[src/rtl/cmp_seq_if.sv]
// Bus bundle for cmp_seq_ctrl: the start/operand request and the status/result flags.
// The master drives the request. The slave is the comparator sequencer.
interface cmp_seq_if #(
    parameter int W = 8
);
    logic         start;
    logic [W-1:0] a;
    logic [W-1:0] b;
    logic         busy;
    logic         done;
    logic         eq;
    logic         lt;
    logic         gt;

    modport master (output start, a, b, input busy, done, eq, lt, gt);
    modport slave  (input start, a, b, output busy, done, eq, lt, gt);
endinterface

[src/rtl/cmp_seq_ctrl.sv]
// cmp_seq_ctrl: serial unsigned magnitude comparator, 2 bits per cycle, MSB slice first.
// Optional macro CMP_SEQ_EARLY_EXIT_EN: finish as soon as the first unequal slice is seen.
// Without it the run always takes W/2 cycles, whatever the data.
//
// state | meaning
// IDLE  | waiting for start
// RUN   | comparing one latched 2-bit slice per cycle
// DONE  | one-cycle result pulse; start here is accepted immediately

module cmp_seq_cmp2 (
    input  logic [1:0] i_x,
    input  logic [1:0] i_y,
    output logic       o_eq,
    output logic       o_lt,
    output logic       o_gt
);
    assign o_eq = (i_x == i_y);
    assign o_lt = (i_x <  i_y);
    assign o_gt = (i_x >  i_y);
endmodule

module cmp_seq_ctrl #(
    parameter int W = 8
) (
    input  logic      clk,
    input  logic      rst,
    cmp_seq_if.slave  bus
);
    localparam int NS = W / 2;
    localparam int IW = (NS > 1) ? $clog2(NS) : 1;

    typedef enum logic [1:0] {IDLE = 2'd0, RUN = 2'd1, DONE = 2'd2} state_t;

    state_t       r_state, w_state_nxt;
    logic [W-1:0] r_a, r_b;
    logic [IW-1:0] r_idx;
    logic         r_lt, r_gt;
    logic         r_busy, r_done, r_eq, r_flag_lt, r_flag_gt;
    logic         w_busy_nxt, w_done_nxt, w_eq_nxt, w_lt_nxt, w_gt_nxt;
    logic         w_s_eq, w_s_lt, w_s_gt;
    logic         w_accept, w_last, w_decided;

    // The operands shift left each RUN cycle, so the current slice always sits at the top two bits.
    cmp_seq_cmp2 u_cmp2 (
        .i_x  (r_a[W-1 -: 2]),
        .i_y  (r_b[W-1 -: 2]),
        .o_eq (w_s_eq),
        .o_lt (w_s_lt),
        .o_gt (w_s_gt)
    );

    assign w_accept  = bus.start && (r_state != RUN);
    assign w_decided = r_lt || r_gt;
`ifdef CMP_SEQ_EARLY_EXIT_EN
    assign w_last    = (r_idx == '0) || !w_s_eq;
`else
    assign w_last    = (r_idx == '0);
`endif

    // State register, operand and slice datapath, and registered outputs.
    always_ff @(posedge clk or posedge rst) begin
        if (rst) begin
            r_state   <= IDLE;
            r_a       <= '0;
            r_b       <= '0;
            r_idx     <= '0;
            r_lt      <= 1'b0;
            r_gt      <= 1'b0;
            r_busy    <= 1'b0;
            r_done    <= 1'b0;
            r_eq      <= 1'b0;
            r_flag_lt <= 1'b0;
            r_flag_gt <= 1'b0;
        end else begin
            r_state   <= w_state_nxt;
            r_busy    <= w_busy_nxt;
            r_done    <= w_done_nxt;
            r_eq      <= w_eq_nxt;
            r_flag_lt <= w_lt_nxt;
            r_flag_gt <= w_gt_nxt;
            if (w_accept) begin
                r_a   <= bus.a;
                r_b   <= bus.b;
                r_idx <= IW'(NS - 1);
                r_lt  <= 1'b0;
                r_gt  <= 1'b0;
            end else if (r_state == RUN) begin
                r_a   <= r_a << 2;
                r_b   <= r_b << 2;
                r_idx <= r_idx - IW'(1);
                if (!w_decided) begin
                    r_lt <= w_s_lt;
                    r_gt <= w_s_gt;
                end
            end
        end
    end

    // Next-state decode.
    always_comb begin
        w_state_nxt = r_state;
        case (r_state)
            IDLE:    if (bus.start) w_state_nxt = RUN;
            RUN:     if (w_last) w_state_nxt = DONE;
            DONE:    w_state_nxt = bus.start ? RUN : IDLE;
            default: w_state_nxt = IDLE;
        endcase
    end

    // Next output values. The flags change only on entry to DONE and hold otherwise.
    always_comb begin
        w_busy_nxt = (w_state_nxt == RUN);
        w_done_nxt = (w_state_nxt == DONE);
        w_eq_nxt   = r_eq;
        w_lt_nxt   = r_flag_lt;
        w_gt_nxt   = r_flag_gt;
        if ((r_state == RUN) && (w_state_nxt == DONE)) begin
            w_lt_nxt = r_lt || (!w_decided && w_s_lt);
            w_gt_nxt = r_gt || (!w_decided && w_s_gt);
            w_eq_nxt = !w_decided && w_s_eq;
        end
    end

    assign bus.busy = r_busy;
    assign bus.done = r_done;
    assign bus.eq   = r_eq;
    assign bus.lt   = r_flag_lt;
    assign bus.gt   = r_flag_gt;
endmodule

[src/flat_wrapper.sv]
// flat-port wrapper written by rule: the top's interface ports become plain ports
module cmp_seq_ctrl_flat 
#(
    parameter int W = 8
)
  (clk, rst, bus_start, bus_a, bus_b, bus_busy, bus_done, bus_eq, bus_lt, bus_gt);
  cmp_seq_if #(.W(W)) bus_i ();
  input  logic clk;
  input  logic rst;
  input wire logic [$bits(bus_i.start)-1:0] bus_start;
  input wire logic [$bits(bus_i.a)-1:0] bus_a;
  input wire logic [$bits(bus_i.b)-1:0] bus_b;
  output wire logic [$bits(bus_i.busy)-1:0] bus_busy;
  output wire logic [$bits(bus_i.done)-1:0] bus_done;
  output wire logic [$bits(bus_i.eq)-1:0] bus_eq;
  output wire logic [$bits(bus_i.lt)-1:0] bus_lt;
  output wire logic [$bits(bus_i.gt)-1:0] bus_gt;
  assign bus_i.start = bus_start;
  assign bus_i.a = bus_a;
  assign bus_i.b = bus_b;
  assign bus_busy = bus_i.busy;
  assign bus_done = bus_i.done;
  assign bus_eq = bus_i.eq;
  assign bus_lt = bus_i.lt;
  assign bus_gt = bus_i.gt;
  cmp_seq_ctrl #(.W(W)) u_core (.clk(clk), .rst(rst), .bus(bus_i));
endmodule
[config.mk]
export PLATFORM = sky130hd
export DESIGN_NAME = cmp_seq_ctrl_flat
export DESIGN_NICKNAME = d
export VERILOG_FILES = /design/src/rtl/cmp_seq_if.sv /design/src/rtl/cmp_seq_ctrl.sv /design/src/flat_wrapper.sv
export SDC_FILE = /design/constraint.sdc
export NUM_CORES = 1
export LEC_CHECK = 0
export CELL_PAD_IN_SITES_DETAIL_PLACEMENT = 1
export CELL_PAD_IN_SITES_GLOBAL_PLACEMENT = 1
export CORE_MARGIN = 8
export CORE_UTILIZATION = 42
export CTS_CLUSTER_SIZE = 20
export DETAILED_ROUTE_END_ITERATION = 6
export GPL_TIMING_DRIVEN = 0
export PLACE_DENSITY = 0.87
export SYNTH_ARGS = -nofsm -noshare
export SYNTH_HDL_FRONTEND = slang
export SYNTH_SLANG_ARGS = --single-unit
[constraint.sdc]
create_clock -name clk -period 3.6 [get_ports clk]
set_input_delay 0.72 -clock clk [delete_from_list [all_inputs] [get_ports clk]]
set_output_delay 0.72 -clock clk [all_outputs]
set_load 0.005 [all_outputs]
# After elaboration in Yosys (flattened, before gate mapping)
# Index checks and enable logic that the tools add are counted.
[op_classes]
n_mul = 0
shift = 0
add_sub_neg = 1
n_bitwise = 0
order_cmp = 2
n_reduce_logical = 13
n_mux = 16
n_eq_ne = 7
div = 0
[op_table]
columns = ["cell", "count"]
rows = [
  ["2-to-1 mux 8 bit", 4],
  ["2-to-1 mux 2 bit", 4],
  ["2-to-1 mux 1 bit", 7],
  ["one-hot mux 2 bit (3 select lines)", 1],
  ["logical AND 1 bit", 5],
  ["== test 2 x 1 -> 1 bit (second input constant)", 2],
  ["== test 2 bit (second input constant)", 2],
  ["logical NOT 2 bit", 2],
  ["inequality test 2 x 1 -> 1 bit (second input constant)", 2],
  ["logical OR 1 bit", 3],
  ["== test 2 bit", 1],
  ["> comparator 2 bit", 1],
  ["< comparator 2 bit", 1],
  ["AND reduction 2 bit", 1],
  ["nonzero test 2 bit", 1],
  ["subtractor 2 x 1 -> 2 bit (second input constant)", 1],
  ["logical NOT 1 bit", 1],
]
[totals]
elab_cells = 50
ram_bits = 0
register_bits = 27
rom_bits = 0
latchBits = 0
mem_count = 0

# Longest topological paths before layout
# Gate-level depths: netlist (run 1).
[logic_depth]
word_depth = 5
depth_mapped = 5

# Modules after synthesis
# From an unflattened synthesis (run 1), not the netlist that was laid out.
[hier_totals]
hier_cells = 116
area_unflattened_um2 = 1228.7
[by_module_without_submodules]
columns = ["mod", "cells_each", "n_inst", "area_per_inst_um2"]
rows = [
  ["cmp_seq_ctrl", 107, 1, 1166.1],
  ["cmp_seq_cmp2", 9, 1, 62.6],
]

# Worst setup path after synthesis (run 1)
# OpenSTA, ideal clock, no wires.
[synth_path]
kind = "input port to flip-flop"
start = "input bus_start"
end = "register u_core.r_gt"
slack_ns = 2.212
stages = 5
setup_time_ns = 0.127
arrival_time_ns = 1.261
required_time_ns = 3.473
cell_sequence = "buf_6 -> buf_8 -> inv_1 -> o21ai_0 -> o21ai_1"
[synth_via]
elab_chain_len = 3
word_cells_on_any_way = 5
[synth_lines]
columns = ["item", "line_no", "rtl"]
rows = [
  ["start, declared", "flat_wrapper.sv:10", "input wire logic [$bits(bus_i.start)-1:0] bus_start;"],
  ["logical AND 1 bit *", "cmp_seq_ctrl.sv:52", "assign w_accept = bus.start && (r_state != RUN);"],
  ["inequality test 2 x 1 -> 1 bit (no line) / nonzero test 2 bit (equally long branches)", "-", ""],
  ["AND reduction 2 bit (no line)", "-", ""],
  ["end signal, assigned", "cmp_seq_ctrl.sv:93", "r_gt <= w_s_gt;"],
  ["end, declared", "cmp_seq_ctrl.sv:37", "logic r_lt, r_gt;"],
]
# Mark *: on every way between the ends. The rest lies on a longest branch, timed or not.
# A chain may end at the register's enable or synchronous reset.

# Worst setup path in the final report (run 1)
[layout_path]
start = "register u_core.r_flag_gt, in the netlist u_core.bus.gt"
end = "output bus_gt"
[layout_rtl]
columns = ["item", "line_no", "rtl"]
rows = [
  ["start, declared", "cmp_seq_ctrl.sv:38", "logic r_busy, r_done, r_eq, r_flag_lt, r_flag_gt;"],
  ["start signal, assigned", "cmp_seq_ctrl.sv:80", "r_flag_gt <= w_gt_nxt;"],
  ["end, declared", "flat_wrapper.sv:17", "output wire logic [$bits(bus_i.gt)-1:0] bus_gt;"],
]
# No word-level cell between the ends.

==> summary.txt, run 1 <==
Logic synthesis
  • Yosys warning total: 0
  • Count leader, synth: dfrtp_1
  • Top post-synthesis cells by area: dfrtp_1, mux2i_1, o21ai_0
  • Synth Cell Area: 1230 sq um
  • Yosys reg bits: 27
  • Synth area leader: dfrtp_1
  • Ys flop type: dfrtp_1
  • Mapped Nets: between 100 and 150
  • Post-synth EDFFs: 0
  • Number of distinct library cells after synthesis: 20
  • Top cell type's share of synthesized area: a little over half
  • Top cells by count, synth: dfrtp_1, o21ai_0, mux2i_1
  • Post-synthesis sequential area ratio: between 50% and 60%
  • Post-Syn Instances: between 100 and 150
  • Async set-reset flop share out of synthesis: between 90% and 100%
  • Avg Cell Area, Syn: ~11 sq um

STA
  • Setup TNS: 0 ns
  • Clk_skew: roughly 0.0090 ns
  • Tmin final: between 1.5 and 2 ns
  • Final Max Slew Viols: 0
  • Endpoints failing hold: 0
  • Fin crit share: between 50% and 60%
  • Setup violators final: 0
  • Worst-Margin Slew: approximately 1.1 ns
  • Slew headroom: between 20% and 30%
  • Fmax: just over 500 MHz
  • RSZ-0062 raised after global routing: no

Floorplan
  • Rows: 19
  • Die height: around 70 um
  • Initial Utilization: roughly 44%
  • Core area: approximately 2800 sq um
  • Die width: around 70 um
  • Die ar.: ~4900 sq um
  • IO Pins: 24

Finish
  • Share of layout cells above drive strength 1: under 10%
  • Final nets: approximately 160
  • Fillers: 320
  • Area growth, synth to finish: 23.5%
  • Number of diodes: 0

Clock network
  • CTS tree: done
  • Clock latency on the worst-skew pair: roughly 0.34 ns
  • H-tree Lvls: 1
  • Post-cts resize count: 0
  • Clock buffer depth: 2
  • Clk slew on worst S/H paths: 0.16 ns
  • # Post-CTS Setup Buffers: 0
  • Root Driver: clkbuf_4
  • CTS buffer count: 3
  • CTS Hold Bufs: 0
  • Clock sink count: 27

Global routing
  • Initial antenna violation count: 0
  • Largest net degree at the start of global routing: 28
  • Remaining global-route overflow: 0
  • GR Util All Layers: a little under an eighth
  • Vias in the first global route: slightly above 1000
  • First-pass GRT wire length: between 4000 and 5000 um

Placement
  • DP HPWL: 2090 um
  • GP Congestion: approximately 0.75
  • I/O Buffers: 22

Detailed routing
  • DRT Wirelength: ~2700 um
  • DR WL/cell: between 15 and 20 um
  • Vias/cell: 5.36
  • DR iter-0 viols: 43
  • DR vias: between 900 and 1000
  • DRT antenna net count: 0
  • DRC Markers: 0
  • Pre-antenna DRT Iters: 2

Worst setup path
  • CP max stage delay: 0.50 ns
  • Critical path type: reg2out
  • Crit path DAT: ~1.2 ns
  • Worst-case reg-to-reg path depth: 5
  • Crit path required time: roughly 2.9 ns
  • Slowest CP cell: clkdlybuf4s50_1
  • Critical Path Stages: 1
  • CP top delay family: buffers and inverters
  • Worst-path fanout max: 2
  • Buf+Inv Stages, Crit Path: 1
  • CP endpoint kind: primary output
  • Critical Path, Cell by Cell: clkdlybuf4s50_1
  • Worst setup SP type: flop

Power
  • Pwr dens: about 740 nW/um^2
  • Total power: about 1.1 mW
  • Leak Pwr: around 0.73 nW
  • Peak VDD IR: ~0.45 mV

Flow run
  • Max_cap viols: 0

Status
  • Status: completed

Min path
  • Worst Hold Class: reg2reg
  • Worst hold stages: 1
worst paths after layout:
check	from	to	slack [ns]
max in group asynchronous	rst	u_core.r_a[6]	2.05
worst min register to register	u_core.r_idx[0]	u_core.r_idx[0]	0.50
worst min-delay path	u_core.r_idx[0]	u_core.r_idx[0]	0.50
min in group asynchronous	rst	u_core.r_b[1]	0.92
worst max register to register	u_core.r_b[7]	u_core.bus.lt	2.14
worst max-delay path	u_core.bus.gt	bus_gt	1.66
layout by cell type (no fill, tap or decap):
cell,count
inv_1,8
nor3_1,1
nand2b_1,1
or3_1,1
mux2i_1,16
o21ai_1,2
ha_1,3
buf_6,1
o41ai_1,1
nand2_1,15
a21oi_1,1
clkdlybuf4s50_1,22
nor2_1,7
buf_8,1
dfrtp_1,27
clkbuf_4,3
clkinvlp_4,1
nand3b_1,1
buf_4,3
a2bb2oi_1,2
o21ai_0,19
a21oi_2,1
nor2b_4,2
report_power, final:
| part | total [mW] | internal [mW] | switching [mW] |
|---|---|---|---|
| Sequential | 0.516 | 0.432 | 0.0840 |
| Combinational | 0.475 | 0.231 | 0.244 |
| Clock | 0.139 | 0.0426 | 0.0965 |
| Total | 1.13 | 0.705 | 0.425 |
cells by family (layout without fill, tap and decap cells):
logic type	after synthesis	after routing	share of synthesized area [%]
buf+inv	13	39	6.40
compound gates	26	26	11.8
flops	27	27	54.8
fa+ha+maj	3	3	3.05
simple gates	28	28	11.0
mux	16	16	13.0
through the flow:
stage	instance area (sq um)	hold slack [ns]	utilization [%]	worst slack [ns]	instances
after floorplan	1230	0.448	-	2.21	113
final	1520	0.496	54.7	1.66	170
after global placement	1490	0.460	53.6	1.65	166
after detailed placement	1490	0.480	53.6	1.58	166
after global routing	1520	0.529	54.7	1.60	170
after CTS	1520	0.500	54.7	1.64	170
layer usage:
layer / up-vias / global-route usage, % / wire length, um
met2: 19 / 20.1 / 1420
met5: - / 0 / 0
met3: 4 / 2.82 / 119
met1: 453 / 12.7 / 1150
li1: 436 / - / -
met4: 0 / 4.02 / 38
flip-flops by register name (all words and copies together), names as in the netlist:
name	count
u_core.r_b	8
u_core.bus.gt	1
u_core.bus.eq	1
u_core.r_idx	2
u_core.r_a	8
u_core.r_state	2
u_core.bus.lt	1
u_core.r_gt	1
u_core.r_lt	1
u_core.bus.done	1
u_core.bus.busy	1
cell type report:
| cell class | count | area, sq um | area share (%) |
|---|---|---|---|
| sequential | 27 | 676 | 44.4 |
| multi-input combinational | 73 | 478 | 31.4 |
| timing repair buffer | 22 | 220 | 14.5 |
| buffer | 5 | 48.8 | 3.21 |
| tap | 31 | 38.8 | 2.55 |
| inverter | 8 | 30.0 | 1.97 |
| clock buffer | 3 | 22.5 | 1.48 |
| clock inverter | 1 | 7.51 | 0.493 |
(Power assumes the default switching activity.)
==> run 2, diff against run 1 <==
Settings changed: CORE_UTILIZATION 42 to 39, PLACE_DENSITY 0.87 to 0.82.
Clock period 3.6 ns to 2 ns, I/O delays scaled along.
==> run 2 against run 1 <==
  * Critical path depth unchanged
  * Total power is 80% higher
  * Highest routed layer unchanged
  * Global-route usage rose by 0.16 points
  * Via count is 0.88% higher
  * Largest cell class unchanged
  * Critical path type unchanged
==> summary.txt, run 2 (synthesis gave the netlist of run 1 again) <==
Worst setup path
  • Buf+Inv Stages, Crit Path: 1
  • Crit path DAT: approximately 1.3 ns
  • Worst-path fanout max: 2
  • Worst setup SP type: flop
  • Critical Path, Cell by Cell: clkdlybuf4s50_1
  • Reg-to-Reg Start: u_core.r_a[7]
  • RR Endpoint: u_core.bus.lt
  • Worst-case reg-to-reg path depth: 4
  • CP max stage delay: about 0.5 ns
  • CP top delay family: buffers and inverters
  • CP endpoint kind: primary output
  • Crit path required time: between 1.5 and 2 ns
  • Worst R2R Setup Slack: roughly 0.55 ns
  • Slowest CP cell: clkdlybuf4s50_1
  • Critical path type: reg2out

Detailed routing
  • DR vias: 920
  • Vias/cell: a little over 5
  • DR WL met2: around 1400 um
  • DRC Markers: 0
  • DRT antenna net count: 0
  • Wl on met1: ~1100 um
  • Highest routed layer: met4
  • DR iter-0 viols: 16
  • DR WL/cell: 14.6 um
  • DRT Wirelength: around 2700 um
  • Pre-antenna DRT Iters: 4
  • Met3 wire length: around 160 um

Clock network
  • # Post-CTS Setup Buffers: 0
  • Clock latency on the worst-skew pair: between 0.3 and 0.4 ns
  • CTS buffer count: 3
  • Clk slew on worst S/H paths: around 0.16 ns
  • H-tree Lvls: 1
  • Post-cts resize count: 0
  • Clock sink count: 27
  • CTS Hold Bufs: 0
  • Clock buffer depth: 2
  • Root Driver: clkbuf_4
  • CTS tree: done

Min path
  • Worst hold stages: 3
  • Worst Hold Class: in2reg
  • Hold Crit Endpoint: u_core.r_b[6]
  • Hold path start: bus_start

Floorplan
  • Die height: 72.2 um
  • Core area: 3030 sq um
  • Rows: 20
  • Initial Utilization: 40.7%
  • Die ar.: between 5000 and 6000 sq um
  • Die width: ~72 um
  • IO Pins: 24

STA
  • Worst-Margin Slew: between 1 and 1.5 ns
  • Setup violators final: 0
  • Final worst slack: approximately 0.35 ns
  • Slew headroom: between 30 and 40%
  • Fmax: slightly above 600 MHz
  • Setup TNS: 0 ns
  • Tmin final: 1.65 ns
  • RSZ-0062 raised after global routing: no
  • Clk_skew: about 0.02 ns
  • Endpoints failing hold: 0
  • Fin crit share: between 80% and 90%
  • Final Max Slew Viols: 0

Finish
  • Final nets: around 160
  • Fin util: approximately half
  • Register area: 676 sq um
  • Top flop regs: u_core.r_a: 8 flops, u_core.r_b: 8 flops
  • Fillers: ~330
  • Non-Filler Instances: 183
  • Most frequent cells in the layout: dfrtp_1, clkdlybuf4s50_1, o21ai_0
  • Area growth, synth to finish: 24.8%
  • Most common library cell in the layout ignoring fill and taps: dfrtp_1
  • Multi-input logic area: between 400 and 500 sq um
  • Number of diodes: 0
  • Share of layout cells above drive strength 1: approximately 8.6%

Placement
  • Placed instance count: ~180
  • I/O Buffers: 22
  • Pre-CTS setup slack: between 0.3 and 0.4 ns
  • GP Congestion: between 0.7 and 0.8
  • DP HPWL: 2050 um

Global routing
  • Remaining global-route overflow: 0
  • First-pass GRT wire length: around 4700 um
  • GR Util All Layers: a little under an eighth
  • Initial antenna violation count: 0
  • Largest net degree at the start of global routing: 28
  • Vias in the first global route: between 1000 and 1500

Power
  • Pwr dens: 1320 nW/um^2
  • Peak VDD IR: between 0.4 and 0.5 mV
  • Total power: roughly 2.0 mW
  • Leak Pwr: around 0.73 nW

Flow run
  • Max_cap viols: 0

Status
  • Status: completed
-- run 2: worst max-delay path by stage --
stage,start,end,cells past startpoint
floorplan,u_core.r_b[7],u_core.bus.lt,5
global placement,rst,u_core.bus.done,2
detailed placement,rst,u_core.bus.eq,2
CTS,u_core.bus.lt,bus_lt,1
global route,u_core.bus.gt,bus_gt,1
finish,u_core.bus.lt,bus_lt,1
-- run 2: metal layers --
| metal | up-vias | GRT usage, % |
|---|---|---|
| met5 | - | 0 |
| met4 | 0 | 3.40 |
| met3 | 5 | 3.99 |
| met2 | 22 | 20.7 |
| met1 | 462 | 12.2 |
| li1 | 431 | - |
-- run 2: layout make-up --
cell class | instances | share of cell area, %
Buffer | 5 | 3.17
Clock buffer | 3 | 1.46
Clock inverter | 1 | 0.488
Inverter | 8 | 1.95
Multi-Input combinational cell | 73 | 31.1
Sequential cell | 27 | 43.9
Tap cell | 44 | 3.58
Timing Repair Buffer | 22 | 14.3
-- run 2: through the flow --
stage                     area (sq um)  hold WS, ns
after detailed placement          1510        0.476
after global placement            1510        0.459
after floorplan                   1230        0.448
after global routing              1540        0.444
final                             1540        0.440
after CTS                         1540        0.446
-- run 2: report_power, final --
part	leakage (nW)	switching [mW]	internal, mW
combinational	0.380	0.443	0.416
sequential	0.338	0.148	0.777
clock	0.0139	0.173	0.0767
total	0.731	0.764	1.27
==> run 3, diff against run 2 <==
Settings changed: CORE_UTILIZATION 39 to 35, PLACE_DENSITY 0.82 to 0.78.
Clock period 2 ns to 1.3 ns, I/O delays scaled along.
==> run 3 against run 2 <==
  * Final cell count rose by 3.8%
  * Clock power rose by 56%
  * Critical path depth rose by 4
  * Largest cell class unchanged
  * Sequential share of layout area fell by 1.8 points
  * Utilization fell by 3.1 points
  * Via count rose by 1.3%
  * Total power rose by 62%
  * Die area rose by 8.8%
  * Highest routed layer unchanged
  * Sequential cell count did not move
  * Critical endpoint is now u_core.bus.lt
  * The flow now finishes with violations (setup timing)
  * Sequential power rose by 54%
  * Routed wire length rose by 2.1%
  * Combinational power rose by 72%
==> summary.txt, run 3 (synthesis gave the netlist of run 1 again) <==
STA
  • Tmin final: between 1 and 1.5 ns
  • Endpoints failing hold: 0
  • RSZ-0062 raised after global routing: yes
  • Setup violators final: 2
  • Clk_skew: about 0.01 ns
  • Final Max Slew Viols: 0
  • Final worst slack: -0.0503 ns
  • Slew headroom: 60.5%
  • Fmax: 741 MHz
  • Worst-Margin Slew: 0.591 ns
  • Fin crit share: 104%
  • Setup TNS: -0.0918 ns

Global routing
  • First-pass GRT wire length: roughly 4800 um
  • Remaining global-route overflow: 0
  • Vias in the first global route: 1042
  • GRT busiest layer: met2
  • Met2 Track Usage GR: 19.5%
  • GR Util All Layers: 11.1%
  • GR Layer Usage met1: 12.7%
  • Initial antenna violation count: 0
  • Largest net degree at the start of global routing: 28
  • Met3 Use GR: between 2 and 2.5%

Detailed routing
  • DR WL/cell: approximately 14 um
  • DRC Markers: 0
  • DR vias: approximately 930
  • Pre-antenna DRT Iters: 4
  • DRT antenna net count: 0
  • DR iter-0 viols: 24
  • DRT Wirelength: 2730 um
  • Vias/cell: a little under 5

Clock network
  • CTS tree: done
  • Clock sink count: 27
  • CTS buffer count: 3
  • Clock latency on the worst-skew pair: between 0.3 and 0.4 ns
  • Clk slew on worst S/H paths: roughly 0.16 ns
  • Clock buffer depth: 2
  • H-tree Lvls: 1
  • Root Driver: clkbuf_4
  • CTS Hold Bufs: 0

Finish
  • Top flop regs: u_core.r_a: 8 flops, u_core.r_b: 8 flops
  • Most common library cell in the layout ignoring fill and taps: dfrtp_1
  • Final nets: between 150 and 200
  • Area growth, synth to finish: 30.3%
  • Most frequent cells in the layout: dfrtp_1, o21ai_0, clkdlybuf4s50_1
  • Share of layout cells above drive strength 1: between 10% and 20%
  • Number of diodes: 0
  • Fillers: 408

Power
  • Pwr dens: between 2000 and 2500 nW/um^2
  • Peak VDD IR: 0.702 mV
  • Total power: around 3.3 mW
  • Leak Pwr: 0.762 nW

Floorplan
  • Die ar.: between 5000 and 6000 sq um
  • Rows: 21
  • Die width: approximately 75 um
  • Die height: about 75 um
  • Initial Utilization: 36.6%
  • IO Pins: 24
  • Core area: 3360 sq um

Worst setup path
  • CP endpoint kind: flop
  • Worst-path fanout max: 3
  • CP max stage delay: 0.43 ns
  • Crit path DAT: approximately 1.6 ns
  • Worst-case reg-to-reg path depth: 5
  • Critical path type: reg2reg
  • Worst setup SP type: flop
  • Slowest CP cell: dfrtp_1
  • Crit path required time: about 1.6 ns
  • Critical Path, Cell by Cell: inv_2, ha_4, nor2b_4, or3_4, a2bb2oi_2

Status
  • Failing checks: setup timing
  • Status: finished, violations left

Placement
  • DP HPWL: 1980 um
  • Pre-CTS setup slack: -0.259 ns
  • I/O Buffers: 22
  • GP Congestion: about 0.73

Min path
  • Worst Hold Class: in2async

Flow run
  • Max_cap viols: 0
==> run 3: cell types whose count changed in the layout (fill, tap and decap cells not counted), sizes merged <==
cell           delta
clkdlybuf4s15     +2
dlygate4sd2       +3
buf               +5
clkinvlp          +1
inv               -1
clkdlybuf4s50     -5
==> run 3: report_power, final <==
group	leakage, nW	total [mW]	switching, mW	internal (mW)
sequential	0.338	1.42	0.226	1.20
combinational	0.410	1.48	0.731	0.752
clock	0.0139	0.391	0.273	0.118
total	0.762	3.30	1.23	2.07
==> run 3: timing repair <==
item,in CTS,in global routing
setup endpoints to repair,9,18
hold endpoints to repair,0,0
resized for setup,9,5
buffers inserted,2,3
pin swaps,2,1
==> run 3: final timing paths <==
kind	from	end	slack, ns
setup / recovery	u_core.r_b[7]	u_core.bus.lt	-0.05
hold / removal	rst	u_core.r_a[7]	0.30
setup reg to reg	u_core.r_b[7]	u_core.bus.lt	-0.05
hold reg to reg	u_core.bus.eq	u_core.bus.eq	0.50
max in group asynchronous	rst	u_core.r_b[6]	0.65
min in group clk	bus_start	u_core.r_a[5]	0.31
==> run 3: cell type report <==
class / instances / area (sq um) / share of cell area [%]
flip-flops and latches: 27 / 676 / 42.1
multi-input cells: 73 / 505 / 31.5
repair buffers: 27 / 254 / 15.8
well taps: 46 / 57.6 / 3.59
plain buffers: 5 / 48.8 / 3.04
inverters: 8 / 33.8 / 2.10
clock buffers: 3 / 22.5 / 1.40
clock inverters: 1 / 7.51 / 0.468
==> run 3: critical path: cells and delay by family, from the launching register on <==
family	cells	cell delay, ns
adders and majority gates	1	0.20
buffers and inverters	1	0.08
and+or+nand+nor	2	0.46
AOI/OAI and AO/OA	1	0.12
DFF	1	0.43
==> run 3: metal layers <==
metal / share of wire [%] / vias up
met2: 53 / 25
met4: 1.5 / 0
li1: - / 442
met1: 39 / 460
met5: 0 / -
met3: 6.4 / 5
==> run 3: metrics by stage <==
step	util [%]	hold slack [ns]	instance area, sq um	cells
6_report	47.7	0.304	1610	190
5_1_grt	47.7	0.298	1610	190
4_1_cts	46.8	0.303	1570	187
3_5_place_dp	44.9	0.467	1510	181
3_3_place_gp	44.9	0.459	1510	181
2_1_floorplan	-	0.313	1230	113
==> RTL change 1: new RTL, flow settings as in run 3 <==
Re-encode `state_t` (3 states) as one-hot, 3 bits wide.
--- a/src/rtl/cmp_seq_ctrl.sv
+++ b/src/rtl/cmp_seq_ctrl.sv
@@ -31,3 +31,3 @@
 
-    typedef enum logic [1:0] {IDLE = 2'd0, RUN = 2'd1, DONE = 2'd2} state_t;
+    typedef enum logic [2:0] {IDLE = 3'b001, RUN = 3'b010, DONE = 3'b100} state_t;
 
Behaviour: no difference found for any inputs over 10 cycles, from zero or initial values and one cycle with rst high; not proved beyond that.
==> RTL change 1 against run 3 <==
The flow still finishes with violations (negative setup slack). Global-route usage grew 0.99 points. Routed wire length grew 12%. Synthesized area is 1.8% higher. First-iteration DRC count grew 75%. Synthesized cell count up 1.8%. Setup slack gained 0.042 ns. Sequential share of layout area fell by 0.93 points. Combinational power shrank 14%. Sequential cell count rose by 1. Power decreased by 3.9%. Cell area increased by 6.6%. Critical endpoint unchanged. Highest routed layer unchanged.
==> RTL change 1: results (changes against run 3) <==
[routing]
wl_met3_um=113  ; -35%
viasPerCell=4.95  ; +0.99%
drt-total-wl_mm=3.05  ; +12%
first_iter_violations=42  ; +75%
wl_met1_mm=1.20  ; +13%

[global_routing]
grt_pass1_vias=1126  ; +8.1%
use_met3_pct=2.89  ; +0.53 points
grt_use_met2_pct=22.5  ; +3.1 points
antenna_found_initial=0  ; unchanged
grt_pass1_wl_mm=5.31  ; +10%
grt_max_degree=29  ; +3.6%
gr-usage-met1_pct=13.3  ; +0.64 points
grtUsageTotal_pct=12.1  ; +0.99 points

[yosys]
synth.area.mux_share_pct=12.8  ; -0.23 points
syn_nets=137  ; +1.5%
seq_area_frac_synth_pct=55.9  ; +1.1 points
synth_common_cells=dfrtp_1 (27), o21ai_0 (18), mux2i_1 (16)
synth_xor_area_share_pct=0.698  ; +0.70 points
synth_adder_area_share_pct=2.99  ; -0.055 points
synth_compound_area_share_pct=11.9  ; +0.088 points
ys_top_cells_by_area=dfrtp_1 (54%), mux2i_1 (13%), o21ai_0 (7.2%), nand2_1 (4.5%), ha_1 (3.0%)
syn_inst=115  ; +1.8%

[finish]
drive_above_1_share_pct=19.5  ; +2.8 points
fillCellCount=380  ; -6.9%
layoutNonFillerInstCount=195  ; +2.6%
reg_top3=u_core.r_a: 8 flops, u_core.r_b: 8 flops, u_core.r_state: 3 flops
nets=172  ; +3.0%

[placement]
pre_cts_ws_ns=-0.310  ; -0.0515 ns
dp_hpwl_mm=2.07  ; +4.2%
dp_cells=183  ; +1.1%
placed_cell_area_mm2=0.00153  ; +1.5%

[worst_setup_path]
cp_max_fo=3  ; unchanged
reg2reg_slack_ns=-0.009  ; +0.04 ns
arrival_ns=1.59  ; -0.04 ns

[status]
status=finished with violations
violations=negative setup slack

[sta]
fin_ws_ns=-0.00863  ; +0.0417 ns
skew_ns=0.00645  ; -0.00354 ns
max_slew.worst_pin.slew_ns=0.610  ; +0.0189 ns
finalSetupViolations=1  ; -1

[pwr]
power_frac_clock_pct=13.6  ; +1.7 points
net-switching-power_mw=1.11  ; -9.9%
leakagePower_nw=0.779  ; +2.3%
irDropWorstVdd_mv=0.650  ; -7.3%
p_comb_share_pct=40.0  ; -5.0 points

RTL change 1: final cells by class:
type,count,area [µm²],area share (%)
repair buffers,30,282,16.4
inverters,8,33.8,1.97
well taps,46,57.6,3.36
clock buffers,4,36.3,2.12
plain buffers,5,45.0,2.63
multi-input cells,74,553,32.3
flip-flops and latches,28,704,41.2
RTL change 1: critical path, cell delays in order, from the launching register on:
cell and delay [ns]:
dfrtp_1 0.42, inv_2 0.08, ha_4 0.20, nor2b_4 0.14, o311ai_2 0.24, o22a_1 0.19
RTL change 1: how the worst max path moves through the flow:
stage	startpoint	endpoint	slack, ns	cells after the start
5_1_grt	u_core.r_a[7]	u_core.bus.lt	-0.06	4
3_5_place_dp	rst	u_core.r_a[4]	-0.31	2
4_1_cts	u_core.r_idx[0]	u_core.bus.eq	0.02	4
2_1_floorplan	u_core.r_b[7]	u_core.bus.lt	0.05	5
3_3_place_gp	rst	u_core.r_a[0]	-0.27	2
6_report	u_core.r_b[7]	u_core.bus.lt	-0.009	5
RTL change 1: through the flow:
step / power (mW) / hold slack (ns) / TNS (ns) / util, %
CTS: 2.98 / 0.347 / 0 / 48.4
finish: 3.17 / 0.334 / -0.00863 / 50.5
global route: 3.42 / 0.348 / -0.155 / 50.5
detailed placement: 2.38 / 0.475 / -9.53 / 45.2
floorplan: 2.02 / 0.325 / 0 / -
global placement: 2.31 / 0.459 / -7.28 / 45.2
RTL change 1: repair_timing:
action | CTS | global route
hold buffers | 0 | 0
endpoints found under the setup margin | 27 | 49
endpoints found under the hold margin | 0 | 0
resized for setup | 16 | 18
pin swaps | 3 | 3
setup buffers | 3 | 5
RTL change 1: cells by family (layout without fill, tap and decap cells):
family,after synthesis,after routing
flops,28,28
simple gates,28,28
compound gates,26,26
mux,16,16
buf+inv,13,47
fa+ha+maj,3,3
xor+xnor,1,1
==> RTL change 2: new RTL, config.mk and constraints of run 3 <==
Without the edit above. `W` is set to 8 in 3 places; all go to 16.
--- a/src/rtl/cmp_seq_if.sv
+++ b/src/rtl/cmp_seq_if.sv
@@ -3,3 +3,3 @@
 interface cmp_seq_if #(
-    parameter int W = 8
+    parameter int W = 16
 );
--- a/src/rtl/cmp_seq_ctrl.sv
+++ b/src/rtl/cmp_seq_ctrl.sv
@@ -22,3 +22,3 @@
 module cmp_seq_ctrl #(
-    parameter int W = 8
+    parameter int W = 16
 ) (
--- a/src/flat_wrapper.sv
+++ b/src/flat_wrapper.sv
@@ -3,3 +3,3 @@
 #(
-    parameter int W = 8
+    parameter int W = 16
 )
Ports: changed (resized bus_a and bus_b); port bits go from 24 to 40. The function was not compared with the original's and may differ.
==> RTL change 2 against run 3 <==
The run still ends with negative setup slack left. Setup slack got worse by 0.051 ns. Clock skew down 0.0046 ns. Routed wire length rose by 83%. Sequential share of layout area fell by 2.9 points. Combinational power grew 82%. Power rose by 80%. Sequential cell count up 17. Synthesized area is 72% higher. Cell area rose by 75%. Cell count grew 65%. Critical path type unchanged.
==> RTL change 2: results (changes against run 3) <==
[status]
status=finished with violations
violations=negative setup slack

[placement]
port_buffers=38  ; +73%
place.gp.congestion=0.729  ; +0.39%
placed_cell_area_mm2=0.00262  ; +73%
dp_hpwl_mm=3.56  ; +80%

[pwr]
seq_power_mw=2.33  ; +64%
pwr_density_cell_mw_per_mm2=2120  ; +3.1%
swShare_pct=35.4  ; -1.9 points
leakagePower_nw=1.32  ; +73%

[routing]
viasPerCell=4.81  ; -2.0%
drt-total-wl_mm=5.00  ; +83%
first_iter_violations=42  ; +75%
dr_wl_met2_mm=2.23  ; +54%
wl_met1_mm=2.43  ; +130%

[yosys]
synth_cell_types=21  ; +5.0%
synth_compound_area_share_pct=12.5  ; +0.70 points
synth.area.mux_share_pct=15.1  ; +2.1 points
ys_top_cells_by_area=dfrtp_1 (52%), mux2i_1 (15%), o21ai_0 (6.8%), nand2_1 (5.5%), buf_12 (3.8%)
syn_area_per_cell_um2=11.3  ; +3.7%
syn_nets=227  ; +68%

[finish]
drive_above_1_share_pct=19.2  ; +2.6 points
multiInputGateArea_um2=882  ; +75%

[clock_network]
clock_latency_ns=0.29  ; -0.05 ns
clk_pin_slew_ns=0.08  ; -0.08 ns
root_buffer=clkbuf_8

[global_routing]
grtUsageTotal_pct=12.4  ; +1.4 points
grt_pass1_vias=1752  ; +68%
grt_use_met2_pct=18.3  ; -1.2 points
gr-usage-met1_pct=16.5  ; +3.8 points
grt_max_degree=33  ; +18%
grt_pass1_wl_mm=8.65  ; +80%

[sta]
max_slew.worst_pin.slew_ns=0.302  ; -0.289 ns
fin_ws_ns=-0.101  ; -0.0506 ns
whs_ns=0.223  ; -0.0818 ns
finalSetupViolations=4  ; +2

[worst_setup_path]
r2r-end=u_core.bus.eq
cp_max_fo=6  ; +3
arrival_ns=1.60  ; -0.03 ns

==> RTL change 2: critical path: stages, from the launching register on <==
cell,delay (ns)
dfrtp_1,0.39
inv_2,0.07
ha_4,0.14
ha_4,0.13
nand3b_1,0.23
o41ai_2,0.34
==> RTL change 2: how the worst max path moves through the flow <==
stage | to | from | slack, ns | cells past startpoint
CTS | u_core.bus.lt | u_core.r_idx[0] | -0.05 | 6
finish | u_core.bus.eq | u_core.r_idx[0] | -0.10 | 5
global route | u_core.bus.eq | u_core.r_idx[0] | -0.20 | 5
global placement | u_core.r_a[8] | rst | -0.94 | 2
detailed placement | u_core.bus.lt | u_core.r_b[15] | -0.10 | 5
floorplan | u_core.bus.lt | u_core.r_b[15] | -0.0009 | 5
==> RTL change 2: area by class of cell <==
cell class,instances,share of cell area (%)
repair buffers,44,15.5
plain buffers,11,5.92
well taps,75,3.34
clock buffers,7,3.43
flip-flops and latches,44,39.2
inverters,9,1.20
multi-input cells,124,31.4
